<file path="config.mk">
export PLATFORM = sky130hd
export DESIGN_NAME = mem_arbiter
export DESIGN_NICKNAME = d
export VERILOG_FILES = /design/src/rtl/mem_arbiter.sv
export SDC_FILE = /design/constraint.sdc
export NUM_CORES = 1
export LEC_CHECK = 0
export ABC_AREA = 1
export CORE_AREA = 2 2 109 111
export CTS_CLUSTER_SIZE = 25
export DETAILED_ROUTE_END_ITERATION = 10
export DIE_AREA = 0 0 111 113
export GPL_TIMING_DRIVEN = 0
export PLACE_DENSITY = 0.85
export SLEW_MARGIN = 20
export SYNTH_ARGS = -nofsm -noshare
export SYNTH_HDL_FRONTEND = slang
export SYNTH_SLANG_ARGS = --single-unit
export TNS_END_PERCENT = 20
</file>
<file path="constraint.sdc">
create_clock -name clk -period 4.4 [get_ports clk]
set_clock_uncertainty 0.05 [all_clocks]
set_input_delay 1.1 -clock clk [delete_from_list [all_inputs] [get_ports clk]]
set_output_delay 1.1 -clock clk [all_outputs]
set_load 0.02 [all_outputs]
</file>
<file path="src/rtl/mem_arbiter.sv">
// Arbiter sharing one single-ported unified memory between instruction fetch and data access.
// Data normally wins; a waiting fetch is granted after MAX_D_STREAK consecutive data grants.
module mem_arbiter #(
    parameter int XLEN         = 32,
    parameter int ADDR_W       = 32,
    parameter int MAX_D_STREAK = 4
) (
    input  logic              clk,
    input  logic              rst,

    input  logic              if_req,
    input  logic [ADDR_W-1:0] if_addr,
    input  logic              if_flush,
    output logic              if_ack,
    output logic [XLEN-1:0]   if_rdata,

    input  logic              d_req,
    input  logic              d_we,
    input  logic [XLEN/8-1:0] d_be,
    input  logic [ADDR_W-1:0] d_addr,
    input  logic [XLEN-1:0]   d_wdata,
    output logic              d_ack,
    output logic [XLEN-1:0]   d_rdata,

    output logic              mem_req,
    output logic              mem_we,
    output logic [XLEN/8-1:0] mem_be,
    output logic [ADDR_W-1:0] mem_addr,
    output logic [XLEN-1:0]   mem_wdata,
    input  logic              mem_ack,
    input  logic [XLEN-1:0]   mem_rdata,

    output logic              stall_if,
    output logic              stall_mem,
    output logic              busy
);

    localparam int                  BE_W       = XLEN / 8;
    localparam int                  STREAK_W   = $clog2(MAX_D_STREAK + 1);
    localparam logic [STREAK_W-1:0] STREAK_MAX = STREAK_W'(MAX_D_STREAK);

    typedef enum logic [1:0] {
        IDLE = 2'd0,
        DATA = 2'd1,
        INST = 2'd2
    } state_e;

    state_e              state_q, state_d;
    logic                drop_q, drop_d;
    logic [STREAK_W-1:0] streak_q, streak_d;
    logic                mem_req_q, mem_req_d;
    logic                mem_we_q, mem_we_d;
    logic [BE_W-1:0]     mem_be_q, mem_be_d;
    logic [ADDR_W-1:0]   mem_addr_q, mem_addr_d;
    logic [XLEN-1:0]     mem_wdata_q, mem_wdata_d;

    always_comb begin
        // NOTE: every signal written here gets its default first, so no path can infer a latch.
        state_d     = state_q;
        drop_d      = drop_q;
        streak_d    = streak_q;
        mem_req_d   = mem_req_q;
        mem_we_d    = mem_we_q;
        mem_be_d    = mem_be_q;
        mem_addr_d  = mem_addr_q;
        mem_wdata_d = mem_wdata_q;

        unique case (state_q)
            IDLE: begin
                drop_d = 1'b0;
                if (d_req && ((streak_q < STREAK_MAX) || !if_req)) begin
                    state_d     = DATA;
                    mem_req_d   = 1'b1;
                    mem_we_d    = d_we;
                    mem_be_d    = d_be;
                    mem_addr_d  = d_addr;
                    mem_wdata_d = d_wdata;
                    // The streak only counts data grants that actually made a fetch wait.
                    if (if_req) begin
                        if (streak_q < STREAK_MAX) begin
                            streak_d = streak_q + 1'b1;
                        end
                    end else begin
                        streak_d = '0;
                    end
                end else if (if_req) begin
                    state_d    = INST;
                    mem_req_d  = 1'b1;
                    mem_we_d   = 1'b0;
                    mem_be_d   = '0;
                    mem_addr_d = if_addr;
                    streak_d   = '0;
                end
            end
            DATA, INST: begin
                // A flushed fetch still runs to completion on the bus; only its ack is hidden.
                if ((state_q == INST) && if_flush) begin
                    drop_d = 1'b1;
                end
                if (mem_ack) begin
                    state_d   = IDLE;
                    mem_req_d = 1'b0;
                    drop_d    = 1'b0;
                end
            end
            default: begin
                state_d   = IDLE;
                mem_req_d = 1'b0;
            end
        endcase
    end

    // NOTE: sequential state uses non-blocking assignments so every flop samples pre-edge values.
    always_ff @(posedge clk or negedge rst) begin
        if (!rst) begin
            state_q     <= IDLE;
            drop_q      <= 1'b0;
            streak_q    <= '0;
            mem_req_q   <= 1'b0;
            mem_we_q    <= 1'b0;
            mem_be_q    <= '0;
            mem_addr_q  <= '0;
            mem_wdata_q <= '0;
        end else begin
            state_q     <= state_d;
            drop_q      <= drop_d;
            streak_q    <= streak_d;
            mem_req_q   <= mem_req_d;
            mem_we_q    <= mem_we_d;
            mem_be_q    <= mem_be_d;
            mem_addr_q  <= mem_addr_d;
            mem_wdata_q <= mem_wdata_d;
        end
    end

    assign mem_req   = mem_req_q;
    assign mem_we    = mem_we_q;
    assign mem_be    = mem_be_q;
    assign mem_addr  = mem_addr_q;
    assign mem_wdata = mem_wdata_q;

    // Acks are combinational so the requester sees completion in the same cycle as mem_ack.
    assign d_ack    = mem_ack && (state_q == DATA);
    assign if_ack   = mem_ack && (state_q == INST) && !drop_q && !if_flush;
    assign if_rdata = mem_rdata;
    assign d_rdata  = mem_rdata;

    assign stall_if  = if_req && !if_ack;
    assign stall_mem = d_req && !d_ack;
    assign busy      = (state_q != IDLE);

endmodule

</file>
==> flow_summary_export.csv <==
group,metric,value,unit
synthesis,synth_area_leaders,"dfrtp_1 46%, nand2_1 21%, buf_4 13%",
layout,final_common_cell,"clkdlybuf4s50_1",
clocking,ctsRootBufferMaster,"clkbuf_16",
synthesis,yosys.area.top_type,"dfrtp_1",
pwr,ir_drop,0.331,mV
layout,fin_util,62.8,%
sta,timing.final.ws_setup,0.605,ns
sta,hold_viol_final,0,
synthesis,syn_inst,551,
pwr,power_density,596,nW/µm²
grt,grt_pass1_vias,4250,
grt,grt_usage,21.6,%
synthesis,ys_seq_area_share,46.2,%
floorplanning,die_h,113,µm
synthesis,synth_nets,694,
synthesis,ys_warn_count,0,
floorplanning,io_pins,278,
clocking,holdBufCountCts,0,
layout,layout-drive-gt1-share,12.7,%
placement,gp_congestion,0.841,
layout,multi_input_area,1330,µm²
route,drtIter0Drc,220,
clocking,postCtsSetupRepairBufs,0,
grt,grt_start_max_net_pins,49,
worst_setup_path,reg2reg_setup_slack,2.60,ns
clocking,clk_latency,0.33,ns
route,drt_wl_total,13.3,mm
sta,fin_crit_sh,86.3,%
layout,nets,950,
layout,diodes,0,
worst_setup_path,cp_max_fo,10,
hold_path,hold_path_class,"reg -> reg",
floorplanning,die_area,12500,µm²
route,vias_per_cell,4.35,
sta,hold_slack,0.427,ns
clocking,clockBufferDepth,2,
sta,grt_setup_unrepaired,"false",
grt,overflow,0,
floorplanning,die_w,111,µm
placement,dp_hpwl,10.3,mm
layout,fill_cells,962,
synthesis,synth.top_cell.area_share,46.2,%
clocking,cts_tree,"built",
layout,layout_common_cells,"243 x clkdlybuf4s50_1, 227 x nand2_1, 76 x dfrtp_1",
worst_setup_path,r2r_start,"state_q[0]$_DFFE_PN0P_",
route,post-route-drc-count,0,
placement,place_ws,0.603,ns
worst_setup_path,critPathKind,"in -> out",
worst_setup_path,reg2regPathDepth,7,
clocking,path_clk_slew,0.06,ns
placement,place_area,6770,µm²
route,drtPass1Iterations,4,
worst_setup_path,r2r-end,"mem_addr[29]$_DFFE_PN0P_",
worst_setup_path,cp.arrival,2.65,ns
worst_setup_path,crit_path_start_kind,"primary input",
worst_setup_path,cp-endpoint,"stall_mem",
clocking,cts_buffers,9,
placement,io_buffers,244,
clocking,h-tree-depth,3,
synthesis,syn-cell-area,4120,µm²
worst_setup_path,end_kind,"output pin",
synthesis,synth.distinct_cells,18,
worst_setup_path,required,3.25,ns
grt,antenna_found_initial,0,
clocking,clock_sinks,76,
sta,worstMarginPinSlew,0.583,ns
floorplanning,num_rows,39,
synthesis,ys_ff_latch,76,
sta,fin_crit,3.80,ns
layout,seqCellArea,1900,µm²
route,num_vias,4147,
worst_setup_path,cp-startpoint,"d_req",
pwr,power_leakage,0.00369,µW
route,wl_per_cell,13.9,µm
job,cap_violations,0,
outcome,status,"completed",
layout,stdcell_area,7080,µm²
sta,setup_viol,0,
sta,slew_headroom,61.1,%
clocking,cts-resized-gates,0,
synthesis,syn_avg_cell_area,7.48,µm²
floorplanning,start_util,36.5,%
grt,grt_first_pass_wirelength,21.5,mm
sta,fmax,263,MHz
layout,syn2layout_area_growth,71.9,%
route,drtAntennaViolNets,0,
sta,final_max_slew_viol_count,0,
floorplanning,coreArea,11300,µm²
critical path, stage by stage:
cell and delay (ns):
buf_2 0.23, clkbuf_1 0.49, inv_1 0.10, nor2_1 0.12, clkdlybuf4s50_1 0.60
cell usage after synthesis (all sizes together):
master and instances:
nand2 228, clkbuf 6, buf 82, dfrtp 76, a21oi 3, nand3b 1, inv 75, ha 4
nor3 1, nand3 68, nor2 7
sequential cells by signal (all words and copies together) (netlist names):
| signal | count |
|---|---|
| mem_wdata | 32 |
| streak_q | 3 |
| state_q | 2 |
| mem_req | 1 |
| drop_q | 1 |
| mem_we | 1 |
| mem_addr | 32 |
| mem_be | 4 |
worst min-delay path by stage:
stage,startpoint,to,slack [ns],cells past startpoint
final,mem_wdata[9]$_DFFE_PN0P_,mem_wdata[9]$_DFFE_PN0P_,0.43,2
after global routing,mem_addr[16]$_DFFE_PN0P_,mem_addr[16]$_DFFE_PN0P_,0.44,2
after CTS,mem_wdata[19]$_DFFE_PN0P_,mem_wdata[19]$_DFFE_PN0P_,0.43,2
after detailed placement,mem_wdata[19]$_DFFE_PN0P_,mem_wdata[19]$_DFFE_PN0P_,0.41,2
after global placement,mem_wdata[11]$_DFFE_PN0P_,mem_wdata[11]$_DFFE_PN0P_,0.41,2
after floorplan,streak_q[1]$_DFFE_PN0P_,streak_q[1]$_DFFE_PN0P_,0.40,2
cell families (layout without fill, tap and decap cells):
group	Yosys count	after routing	share of synthesized area [%]
AO/OA/AOI/OAI	3	3	0.364
adder cells (fa/ha/maj)	4	4	1.22
buffers and inverters	163	423	21.5
flip-flops	76	76	46.2
AND/OR/NAND/NOR	305	305	30.7
where the power goes:
part	switching (µW)	total [µW]	internal (µW)	leakage, µW
logic	1200	2190	991	0.00259
registers	185	1220	1040	0.000938
clock network	292	801	509	0.000156
total	1680	4220	2540	0.00369
per-stage QoR:
stage | setup TNS [ns] | total power (µW) | cells
4_1_cts | 0 | 4260 | 954
6_report | 0 | 4220 | 954
2_1_floorplan | 0 | 2350 | 551
5_1_grt | 0 | 4490 | 954
3_3_place_gp | -49.67 | 3380 | 938
3_5_place_dp | 0 | 3430 | 939
metal layers:
metal  GRT usage, %  wire length, µm  vias up
met3           4.34              792       19
met5              0                0        -
met1           26.7             5510     1888
li1               -                -     2099
met4           9.42              273        0
met2           37.0             6720      141
area by class of cell:
cell class                      instances  share of cell area (%)
Buffer                                 88                    8.53
Clock buffer                           11                    3.43
Clock inverter                          4                    1.04
Inverter                               75                    3.98
Multi-Input combinational cell        312                    18.8
Sequential cell                        76                    26.9
Tap cell                              143                    2.53
Timing Repair Buffer                  245                    34.8
Note: power is estimated with default switching activity, not from simulation.
